`src/rtl/seq_restoring_divider_pkg.sv`:
```
// div_pkg: shared width, counter sizing, FSM states and constants for seq_restoring_divider.
package div_pkg;
  localparam int WIDTH = 8;
  localparam int CNT_W = $clog2(WIDTH + 1);
  localparam logic [WIDTH-1:0] QUOT_ONES = '1;
  typedef enum logic [1:0] {IDLE, BUSY, DONE} state_t;
endpackage

```
`src/rtl/seq_restoring_divider_if.sv`:
```
// seq_restoring_divider_if: operand and result valid/ready handshakes of the divider.
interface seq_restoring_divider_if;
  import div_pkg::*;
  logic in_valid, in_ready, out_valid, out_ready, div_by_zero;
  logic [WIDTH-1:0] dividend, divisor, quotient, remainder;
  modport master(
    output in_valid, dividend, divisor, out_ready,
    input  in_ready, out_valid, quotient, remainder, div_by_zero
  );
  modport slave(
    input  in_valid, dividend, divisor, out_ready,
    output in_ready, out_valid, quotient, remainder, div_by_zero
  );
endinterface

```
`src/rtl/seq_restoring_divider_step.sv`:
```
// div_step: one restoring iteration -- shift in a dividend bit, trial-subtract the divisor.
module div_step
  import div_pkg::*;
(
  input  logic [WIDTH-1:0] rem,
  input  logic             dbit,
  input  logic [WIDTH-1:0] divisor,
  output logic [WIDTH-1:0] rem_nxt,
  output logic             qbit
);
  logic [WIDTH:0] shifted, diff;
  assign shifted = {rem, dbit};
  assign diff = shifted - {1'b0, divisor};
  assign qbit = ~diff[WIDTH];
  assign rem_nxt = qbit ? diff[WIDTH-1:0] : shifted[WIDTH-1:0];
endmodule

```
`src/rtl/seq_restoring_divider.sv`:
```
// seq_restoring_divider: multi-cycle restoring divider, one quotient bit per clock.
// Define DIV_SIGNED_EN for two's-complement operands and results.
module seq_restoring_divider
  import div_pkg::*;
(
  input logic clk,
  input logic rst_n,
  seq_restoring_divider_if.slave bus
);
  state_t state, nxt;
  logic [WIDTH-1:0] acc, rem, dsr, rem_nxt, q_raw, q_fin, r_fin, cap_a, cap_d;
  logic [CNT_W-1:0] cnt;
  logic dbz, qbit, last, take, zero;
  assign take = state == IDLE && bus.in_valid;
  assign zero = bus.divisor == '0;
  assign last = cnt == CNT_W'(WIDTH - 1);
  // acc holds the dividend and fills with quotient bits from the right as it shifts
  assign q_raw = {acc[WIDTH-2:0], qbit};
  assign bus.in_ready = state == IDLE;
  assign bus.out_valid = state == DONE;
  assign bus.quotient = acc;
  assign bus.remainder = rem;
  assign bus.div_by_zero = dbz;
  div_step u_step (
    .rem(rem),
    .dbit(acc[WIDTH-1]),
    .divisor(dsr),
    .rem_nxt(rem_nxt),
    .qbit(qbit)
  );
`ifdef DIV_SIGNED_EN
  logic neg_q, neg_r;
  assign cap_a = bus.dividend[WIDTH-1] ? -bus.dividend : bus.dividend;
  assign cap_d = bus.divisor[WIDTH-1] ? -bus.divisor : bus.divisor;
  assign q_fin = last && neg_q ? -q_raw : q_raw;
  assign r_fin = last && neg_r ? -rem_nxt : rem_nxt;
  always_ff @(posedge clk or negedge rst_n)
    if (!rst_n) begin
      neg_q <= 1'b0;
      neg_r <= 1'b0;
    end else if (take) begin
      neg_q <= bus.dividend[WIDTH-1] ^ bus.divisor[WIDTH-1];
      neg_r <= bus.dividend[WIDTH-1];
    end
`else
  assign cap_a = bus.dividend;
  assign cap_d = bus.divisor;
  assign q_fin = q_raw;
  assign r_fin = rem_nxt;
`endif
  always_ff @(posedge clk or negedge rst_n)
    if (!rst_n) state <= IDLE;
    else state <= nxt;
  // a zero divisor spends one BUSY cycle with no iteration, giving out_valid one cycle after capture
  always_comb begin
    nxt = state;
    case (state)
      IDLE:    nxt = bus.in_valid ? BUSY : IDLE;
      BUSY:    nxt = dbz || last ? DONE : BUSY;
      DONE:    nxt = bus.out_ready ? IDLE : DONE;
      default: nxt = IDLE;
    endcase
  end
  always_ff @(posedge clk or negedge rst_n)
    if (!rst_n) begin
      acc <= '0;
      rem <= '0;
      dsr <= '0;
      cnt <= '0;
      dbz <= 1'b0;
    end else if (take) begin
      acc <= zero ? QUOT_ONES : cap_a;
      rem <= zero ? bus.dividend : '0;
      dsr <= cap_d;
      cnt <= '0;
      dbz <= zero;
    end else if (state == BUSY && !dbz) begin
      acc <= q_fin;
      rem <= r_fin;
      cnt <= cnt + CNT_W'(1);
    end
endmodule

```
`src/flat_wrapper.sv`:
```
// flat-port wrapper written by rule: the top's interface ports become plain ports
module seq_restoring_divider_flat import div_pkg::*;
  (clk, rst_n, bus_in_valid, bus_dividend, bus_divisor, bus_out_ready, bus_in_ready, bus_out_valid, bus_quotient, bus_remainder, bus_div_by_zero);
  seq_restoring_divider_if bus_i ();
  input logic clk;
  input logic rst_n;
  input wire logic [$bits(bus_i.in_valid)-1:0] bus_in_valid;
  input wire logic [$bits(bus_i.dividend)-1:0] bus_dividend;
  input wire logic [$bits(bus_i.divisor)-1:0] bus_divisor;
  input wire logic [$bits(bus_i.out_ready)-1:0] bus_out_ready;
  output wire logic [$bits(bus_i.in_ready)-1:0] bus_in_ready;
  output wire logic [$bits(bus_i.out_valid)-1:0] bus_out_valid;
  output wire logic [$bits(bus_i.quotient)-1:0] bus_quotient;
  output wire logic [$bits(bus_i.remainder)-1:0] bus_remainder;
  output wire logic [$bits(bus_i.div_by_zero)-1:0] bus_div_by_zero;
  assign bus_i.in_valid = bus_in_valid;
  assign bus_i.dividend = bus_dividend;
  assign bus_i.divisor = bus_divisor;
  assign bus_i.out_ready = bus_out_ready;
  assign bus_in_ready = bus_i.in_ready;
  assign bus_out_valid = bus_i.out_valid;
  assign bus_quotient = bus_i.quotient;
  assign bus_remainder = bus_i.remainder;
  assign bus_div_by_zero = bus_i.div_by_zero;
  seq_restoring_divider u_core (.clk(clk), .rst_n(rst_n), .bus(bus_i));
endmodule
```
`config.mk`:
```
export PLATFORM = sky130hd
export DESIGN_NAME = seq_restoring_divider_flat
export DESIGN_NICKNAME = d
export VERILOG_FILES = /design/src/rtl/seq_restoring_divider_pkg.sv /design/src/rtl/seq_restoring_divider_if.sv /design/src/rtl/seq_restoring_divider_step.sv /design/src/rtl/seq_restoring_divider.sv /design/src/flat_wrapper.sv
export SDC_FILE = /design/constraint.sdc
export NUM_CORES = 1
export LEC_CHECK = 0
export CAP_MARGIN = 20
export CORE_UTILIZATION = 55
export DETAILED_ROUTE_END_ITERATION = 12
export PLACE_DENSITY = 0.85
export SLEW_MARGIN = 5
export SYNTH_ARGS = -nofsm -noshare
export SYNTH_HDL_FRONTEND = slang
export SYNTH_SLANG_ARGS = --single-unit
```
`constraint.sdc`:
```
create_clock -name clk -period 8 [get_ports clk]
set_clock_uncertainty 0.15 [all_clocks]
set_input_delay 0.8 -clock clk [delete_from_list [all_inputs] [get_ports clk]]
set_output_delay 0.8 -clock clk [all_outputs]
set_load 0.005 [all_outputs]
```
==> After elaboration in Yosys (flattened, before gate mapping) <==
Index checks and enable logic that the tools add are counted.
{ "totals": {"reg_bits": 31, "inputBits": 20, "output_inout_bits": 19, "elab_cells": 32} }
{ "op_classes": {"addsub": 2, "eq_ne": 3, "mux": 13, "n_bitwise": 1, "reduce_logical": 7} }
{ "ops": {"columns": ["cell", "count"], "rows": [
  ["$mux 8", 7],
  ["$sub 9x8->9", 1],
  ["$logic_not 8->1", 1],
  ["$mux 4", 2],
  ["$pmux 2 s3", 1],
  ["$add 4x1->4 const B", 1],
  ["$eq 4x3->1 const B", 1],
  ["$mux 2", 2],
  ["$eq 2x1->1 const B", 1],
  ["$eq 2x2->1 const B", 1],
  ["$logic_and 1x1->1", 2],
  ["$logic_not 2->1", 1],
  ["$reduce_bool 2->1", 1],
  ["$logic_not 1->1", 1],
  ["$logic_or 1x1->1", 1],
  ["$mux 1", 1],
  ["$not 1->1", 1]
]} }

==> Longest topological paths before layout <==
Gate-level depths: netlist of the first run.
{ "logic_depth": {"depth_word": 4, "depth_mapped": 10, "depth_no_buf": 9} }

==> Modules after synthesis <==
From an unflattened synthesis of the first run, not the netlist that was laid out.
{ "unflattened": {"hier_cells": 221, "hier_area_um2": 1976.9} }
{ "modules_own_cells": {"columns": ["mod", "n_inst", "cells_each", "area_per_inst_um2", "seq_area_each_um2"], "rows": [
  ["seq_restoring_divider", 1, 163, 1491.4, 775.7],
  ["div_step", 1, 58, 485.5, 0.0]
]} }

==> Worst setup path after synthesis of the first run <==
Ideal clock, no wire load.
{ "synth_timing": {"kind": "register -> register", "startpoint": "register u_core.acc[7] (netlist: u_core.bus.quotient[7])", "endpoint": "register u_core.rem[1] (netlist: u_core.bus.remainder[1])", "setup_ps": 126, "t_arrival_ps": 2393, "required_time_ps": 7724, "slack_ps": 5331, "stages_incl_launch_ff": 11, "synth_period_minus_slack_ps": 2669, "cell_sequence": "dfrtp_1 -> inv_1 -> ha_1 -> fa_1 -> nand2b_1 -> a211oi_2 -> mux2i_1 -> a2111oi_2 -> buf_6 -> mux2i_1 -> a221o_1"} }
{ "synth_via": {"elab_chain_len": 4} }
{ "synth_lines": {"columns": ["element", "line", "rtl"], "rows": [
  ["start, declared", "seq_restoring_divider.sv:11", "logic [WIDTH-1:0] acc, rem, dsr, rem_nxt, q_raw, q_fin, r_fin, cap_a, cap_d;"],
  ["start signal, assigned", "seq_restoring_divider.sv:72", "acc <= zero ? QUOT_ONES : cap_a;"],
  ["start signal, assigned", "seq_restoring_divider.sv:78", "acc <= q_fin;"],
  ["$sub 9x8->9", "seq_restoring_divider_step.sv:13", "assign diff = shifted - {1'b0, divisor};"],
  ["$mux 8", "seq_restoring_divider_step.sv:15", "assign rem_nxt = qbit ? diff[WIDTH-1:0] : shifted[WIDTH-1:0];"],
  ["$mux 8", "seq_restoring_divider.sv:77", "end else if (state == BUSY && !dbz) begin"],
  ["$mux 8", "seq_restoring_divider.sv:71", "end else if (take) begin"],
  ["end signal, assigned", "seq_restoring_divider.sv:73", "rem <= zero ? bus.dividend : '0;"],
  ["end signal, assigned", "seq_restoring_divider.sv:79", "rem <= r_fin;"],
  ["end, declared", "seq_restoring_divider.sv:11", null]
]} }
No other way between the ends. The select of a mux whose other input is x is not followed.
A chain may end at the register's enable or synchronous reset.

==> Final worst setup path of the first run <==
Same ends and word-level chain as after synthesis.

==> flow_summary.yaml, run 1 <==
floorplanning:
  die_x_um: 60.9
  design.die.area_um2: 3710
  row_count: 21
  pin_count: 39
  die_h_um: 60.9
  core-area_um2: 3340
  initial_core_util_pct: 57.3
global_route:
  gr-usage-met1_pct: 35.0
  gr-total-overflow: 0
  use_met2_pct: 42.7
  grt_pass1_wl_um: 6980
  antenna_found_initial: 0
  track_usage_pct: 26.4
  grt_max_degree: 32
  busiest_layer: "met2"
  use_met3_pct: 5.76
  grt_pass1_vias: 1547
job:
  maxCapViolations: 0
clock_tree:
  cts_hold_buf: 0
  cts_root_buffer: "clkbuf_4"
  cts-htree-levels: 2
  clk_latency_ps: 350
  cts_buffers: 5
  cts.sink_count: 31
  cts_resized: 0
  clk_pin_slew_ps: 110
  post_cts_buffers: 0
  cts_tree: "yes"
  clockBufferDepth: 2
min_path:
  min_to: "u_core.dsr[0]"
  holdPathStages: 2
  hold_start: "u_core.dsr[0]"
  holdCritPathClass: "flop to flop"
timing:
  grt_setup_unrepaired: "no"
  setup_tns_ps: 0
  relSlewSlack_pct: 35.7
  finalHoldViolations: 0
  timing.final.crit_share_pct: 36.9
  fmax_ghz: 0.339
  min_period_ps: 2950
  finalSetupViolations: 0
  drv_slew: 0
  tightest_slew_ps: 958
  finalWorstSetupSlack_ps: 5050
cells_and_area:
  nets: 286
  final_cells: 302
  syn_to_final_growth_pct: 24.5
  most-common-layout-cells: "clkdlybuf4s50_1 (38), dfrtp_1 (31), nand2_1 (30)"
  drive_gt1_share_pct: 5.86
  antenna_cells: 0
  utilization_pct: 71.3
  regArea_um2: 776
  multi_input_comb_area_um2: 1030
  nFillCells: 277
  final_common_cell: "clkdlybuf4s50_1"
worst_setup_path:
  setup.worst_path.start_class: "flop"
  worst_r2r_endpoint: "u_core.bus.remainder[1]"
  worstPathArrival_ps: 3040
  endpoint_kind: "flop"
  cp.required_ps: 8090
  crit_type: "flop to flop"
  worstPathMaxFanout: 9
  reg2reg_slack_ps: 5050
  r2r_start: "u_core.bus.quotient[7]"
  r2r_cells: 10
place:
  portBuffers: 38
  dp_hpwl_um: 3190
  place_inst: 294
  place_ws_ps: 4840
  globalplace.congestion: 0.826
synth:
  synthesis.nets: 246
  syn_area_um2: 1910
  synth-seq-area-share_pct: 40.6
  ys_ff_latch: 31
  synth_cells: 216
  avgSynthCellArea_um2: 8.85
  yosysWarnings: 0
  synthDistinctLibCells: 39
route:
  drt_first_iter_violations: 92
  routedWlPerCell_um: 14.6
  post_drt_via_cell_ratio: 5.73
  num_vias: 1731
  drc_errors: 0
  antenna_left: 0
  wl_um: 4420
  firstDrtPassIters: 4
power:
  finalPower_mw: 1.15
  power_density_nw_per_um2: 485
  p_leak_nw: 1.03
  ir_drop_mv: 0.243
run_status:
  status: "complete, no violations"
[layout make-up]
cell class	instances	area share (%)
Tap cell	46	2.42
Inverter	13	2.05
Clock inverter	1	0.210
Sequential cell	31	32.6
Timing Repair Buffer	42	17.3
Multi-Input combinational cell	163	43.3
Clock buffer	6	2.16
[registers in the layout, indices dropped and copies added, names as in the netlist]
signal and cells:
u_core.bus.quotient 8, u_core.state 2, u_core.bus.div_by_zero 1, u_core.dsr 8
u_core.cnt 4, u_core.bus.remainder 8
[report_power, final]
part / internal, mW / switching [mW] / leakage, nW
sequential: 0.236 / 0.0689 / 0.375
combinational: 0.378 / 0.373 / 0.618
clock: 0.0407 / 0.0561 / 0.0341
total: 0.655 / 0.498 / 1.03
[cell families (layout without fill, tap and decap cells)]
logic type | Yosys count | after routing | share of synthesized area (%)
and+or+nand+nor | 72 | 72 | 17.1
DFF | 31 | 31 | 40.6
buffers and inverters | 22 | 62 | 5.50
AOI/OAI and AO/OA | 67 | 67 | 22.7
adders and majority gates | 10 | 10 | 6.94
xor gates and xnor gates | 4 | 4 | 1.83
muxes | 10 | 10 | 5.30
[cells in the mapped netlist, drive strengths merged]
cell type	count	area (um2)
o22ai	7	43.8
o31a	1	8.76
a22o	3	26.3
nor2b	1	6.26
o21ai	20	104
o21a	1	7.51
buf	4	37.5
mux2i	9	90.1
a22oi	1	7.51
nand2	30	113
o221ai	1	8.76
a211oi	2	20.0
dfrtp	31	776
a21oi	16	80.1
nor4	1	6.26
xnor2	4	35.0
nor3	4	20.0
a21o	3	22.5
fa	1	20.0
nand3	2	10.0
a311o	1	10.0
o211ai	7	52.6
mux2	1	11.3
clkbuf	5	18.8
nor2	19	71.3
or3	1	6.26
o21bai	1	7.51
and2	1	6.26
nand2b	9	56.3
nand4b	1	8.76
a2111oi	1	15.0
inv	13	48.8
ha	9	113
a221o	2	20.0
or4	2	15.0
nor3b	1	7.51
[per-layer routing]
layer | up-vias | wire [um]
met5 | - | 0
met4 | 0 | 66
met3 | 6 | 307
met2 | 68 | 2040
met1 | 798 | 2010
li1 | 859 | -
[worst max-delay path, cell delays in order, from the launching register on]
cell and delay (ps):
dfrtp_1 380, inv_1 100, ha_1 220, fa_1 390
nand2b_1 210, a211oi_2 240, mux2i_1 120, a2111oi_2 340
buf_4 260, mux2i_1 100, a221o_1 330
[through the flow]
step                area, um2  hold WS (ps)
finish                   2380           367
global route             2380           405
CTS                      2370           370
detailed placement       2310           338
global placement         2310           330
floorplan                1910           300
[worst max path at each step]
stage | from | end | slack, ps
2_1_floorplan | u_core.bus.quotient[7] | u_core.bus.remainder[1] | 5330
3_3_place_gp | bus_in_valid | u_core.bus.quotient[7] | 4920
3_5_place_dp | bus_in_valid | u_core.bus.quotient[7] | 4840
4_1_cts | u_core.bus.quotient[7] | u_core.bus.remainder[0] | 5080
5_1_grt | u_core.bus.quotient[7] | u_core.bus.remainder[1] | 4910
6_report | u_core.bus.quotient[7] | u_core.bus.remainder[1] | 5050
No activity file was read; power rests on OpenSTA's default activity.
==> run 2: changes to the inputs <==
--- a/config.mk
+++ b/config.mk
@@ -6,9 +6,9 @@
 export NUM_CORES = 1
 export LEC_CHECK = 0
 export CAP_MARGIN = 20
-export CORE_UTILIZATION = 55
+export CORE_UTILIZATION = 46
 export DETAILED_ROUTE_END_ITERATION = 12
-export PLACE_DENSITY = 0.85
+export PLACE_DENSITY = 0.76
 export SLEW_MARGIN = 5
 export SYNTH_ARGS = -nofsm -noshare
 export SYNTH_HDL_FRONTEND = slang
==> constraint.sdc (replaced) <==
create_clock -name clk -period 2.5 [get_ports clk]
set_clock_uncertainty 0.15 [all_clocks]
set_input_delay 0.25 -clock clk [delete_from_list [all_inputs] [get_ports clk]]
set_output_delay 0.25 -clock clk [all_outputs]
set_load 0.005 [all_outputs]
==> run 2 against run 1 <==
  * The run now ends with setup timing left
  * Cell count up 7.0%
  * Clock power increased to 5.4 times the previous value
  * Utilization decreased by 6.4 points
  * Via count rose by 3.9%
  * Critical path type unchanged
==> flow_summary.yaml, run 2 (synthesized netlist as in run 1, its figures left out) <==
route:
  routedWlPerCell_um: 15.4
  drt_first_iter_violations: 115
  drc_errors: 0
  antenna_left: 0
  wl_um: 4970
  post_drt_via_cell_ratio: 5.57
  firstDrtPassIters: 4
  num_vias: 1798
power:
  p_clk_share_pct: 12.1
  switching_share_pct: 40.5
  finalPower_mw: 4.33
  power_frac_comb_pct: 65.8
  p_seq_share_pct: 22.1
  p_leak_nw: 1.14
  p_switching_mw: 1.76
  ir_drop_mv: 0.775
  power_density_nw_per_um2: 1670
  internal_power_mw: 2.58
min_path:
  holdCritPathClass: "input port to asynchronous set/reset pin"
run_status:
  status: "complete, but fails checks"
  violations: "setup timing"
floorplanning:
  die_x_um: 66.4
  pin_count: 39
  die_h_um: 66.4
  row_count: 23
  initial_core_util_pct: 47.8
  design.die.area_um2: 4410
  core-area_um2: 4000
job:
  maxCapViolations: 0
worst_setup_path:
  crit_type: "flop to flop"
  worstPathArrival_ps: 2640
  r2r_start: "u_core.dsr[0]"
  worstPathMaxFanout: 5
  setup.worst_path.start_class: "flop"
  endpoint_kind: "flop"
  setup.worst_path.start: "u_core.dsr[0]"
  cp.required_ps: 2520
timing:
  holdWs_ps: 205
  drv_slew: 0
  relSlewSlack_pct: 68.0
  min_period_ps: 2620
  fmax_ghz: 0.382
  setup_tns_ps: -527
  finalHoldViolations: 0
  tightest_slew_ps: 478
  finalSetupViolations: 8
  grt_setup_unrepaired: "yes"
  timing.final.crit_share_pct: 105
  finalWorstSetupSlack_ps: -121
clock_tree:
  cts_root_buffer: "clkbuf_8"
  clk_latency_ps: 290
  clk_pin_slew_ps: 70
  cts-htree-levels: 2
  cts.sink_count: 31
  cts_tree: "yes"
  clockBufferDepth: 2
  cts_hold_buf: 0
  cts_buffers: 5
place:
  dp_hpwl_um: 3460
  place_ws_ps: -140
  place_inst: 309
  portBuffers: 38
  placed_cell_area_um2: 2410
  globalplace.congestion: 0.863
global_route:
  track_usage_pct: 23.8
  antenna_found_initial: 0
  grt_pass1_vias: 1631
  grt_max_degree: 32
  gr-total-overflow: 0
  grt_pass1_wl_um: 7720
cells_and_area:
  drive_gt1_share_pct: 13.2
  nets: 302
  final_cells: 323
  most-common-layout-cells: "clkdlybuf4s50_1 (38), dfrtp_1 (31), nand2_1 (30)"
  antenna_cells: 0
  final_common_cell: "clkdlybuf4s50_1"
  syn_to_final_growth_pct: 35.8
  utilization_pct: 64.9
  postLayoutCellArea_um2: 2590
run 2: cell count changes in the layout (fill, tap and decap cells not counted), sizes merged:
cell    delta
buf       +16
bufinv     +1
run 2: cell type report:
class | count | area [um2]
clock buffers | 6 | 82.6
inverters | 13 | 48.8
well taps | 50 | 62.6
flip-flops and latches | 31 | 776
fillers | 351 | 1410
clock inverters | 2 | 35.0
multi-input cells | 163 | 1050
repair buffers | 58 | 538
run 2: critical path: stages (launching register included):
cell and delay (ps):
dfrtp_1 420, ha_4 180, fa_2 340, nand2b_4 160
a211oi_2 200, mux2i_1 120, a2111oi_2 300, buf_4 240
mux2i_1 90, a221o_1 320
run 2: worst paths after layout:
| kind | to | depth (start not counted) | slack, ps |
|---|---|---|---|
| worst max-delay path | u_core.bus.remainder[1] | 9 | -120 |
| worst min-delay path | u_core.dsr[1] | 2 | 210 |
| worst max register to register | u_core.bus.remainder[1] | 9 | -120 |
| worst min register to register | u_core.dsr[3] | 2 | 400 |
| max in group asynchronous | u_core.bus.remainder[4] | 2 | 1690 |
| min in group clk | u_core.dsr[5] | 3 | 390 |
run 2: power by group through the flow:
stage                     combinational [mW]  sequential [mW]  clock (mW)
after global routing                    3.13            0.989       0.548
after floorplan                         1.81            0.930           0
after detailed placement                2.56            0.952           0
after CTS                               2.71            0.955       0.525
final                                   2.85            0.958       0.523
after global placement                  2.51            0.951           0
run 2: per-layer routing:
layer  part of all wire (%)  track usage, %
met4                    1.3            8.51
met5                      0               0
met3                    6.0            5.86
met1                     49            33.2
met2                     44            35.2
run 2: repair_timing:
item / 4_1_cts / 5_1_grt
setup endpoints to repair: 8 / 9
setup buffers: 3 / 2
resized for setup: 4 / 3
gates cloned: 1 / 0
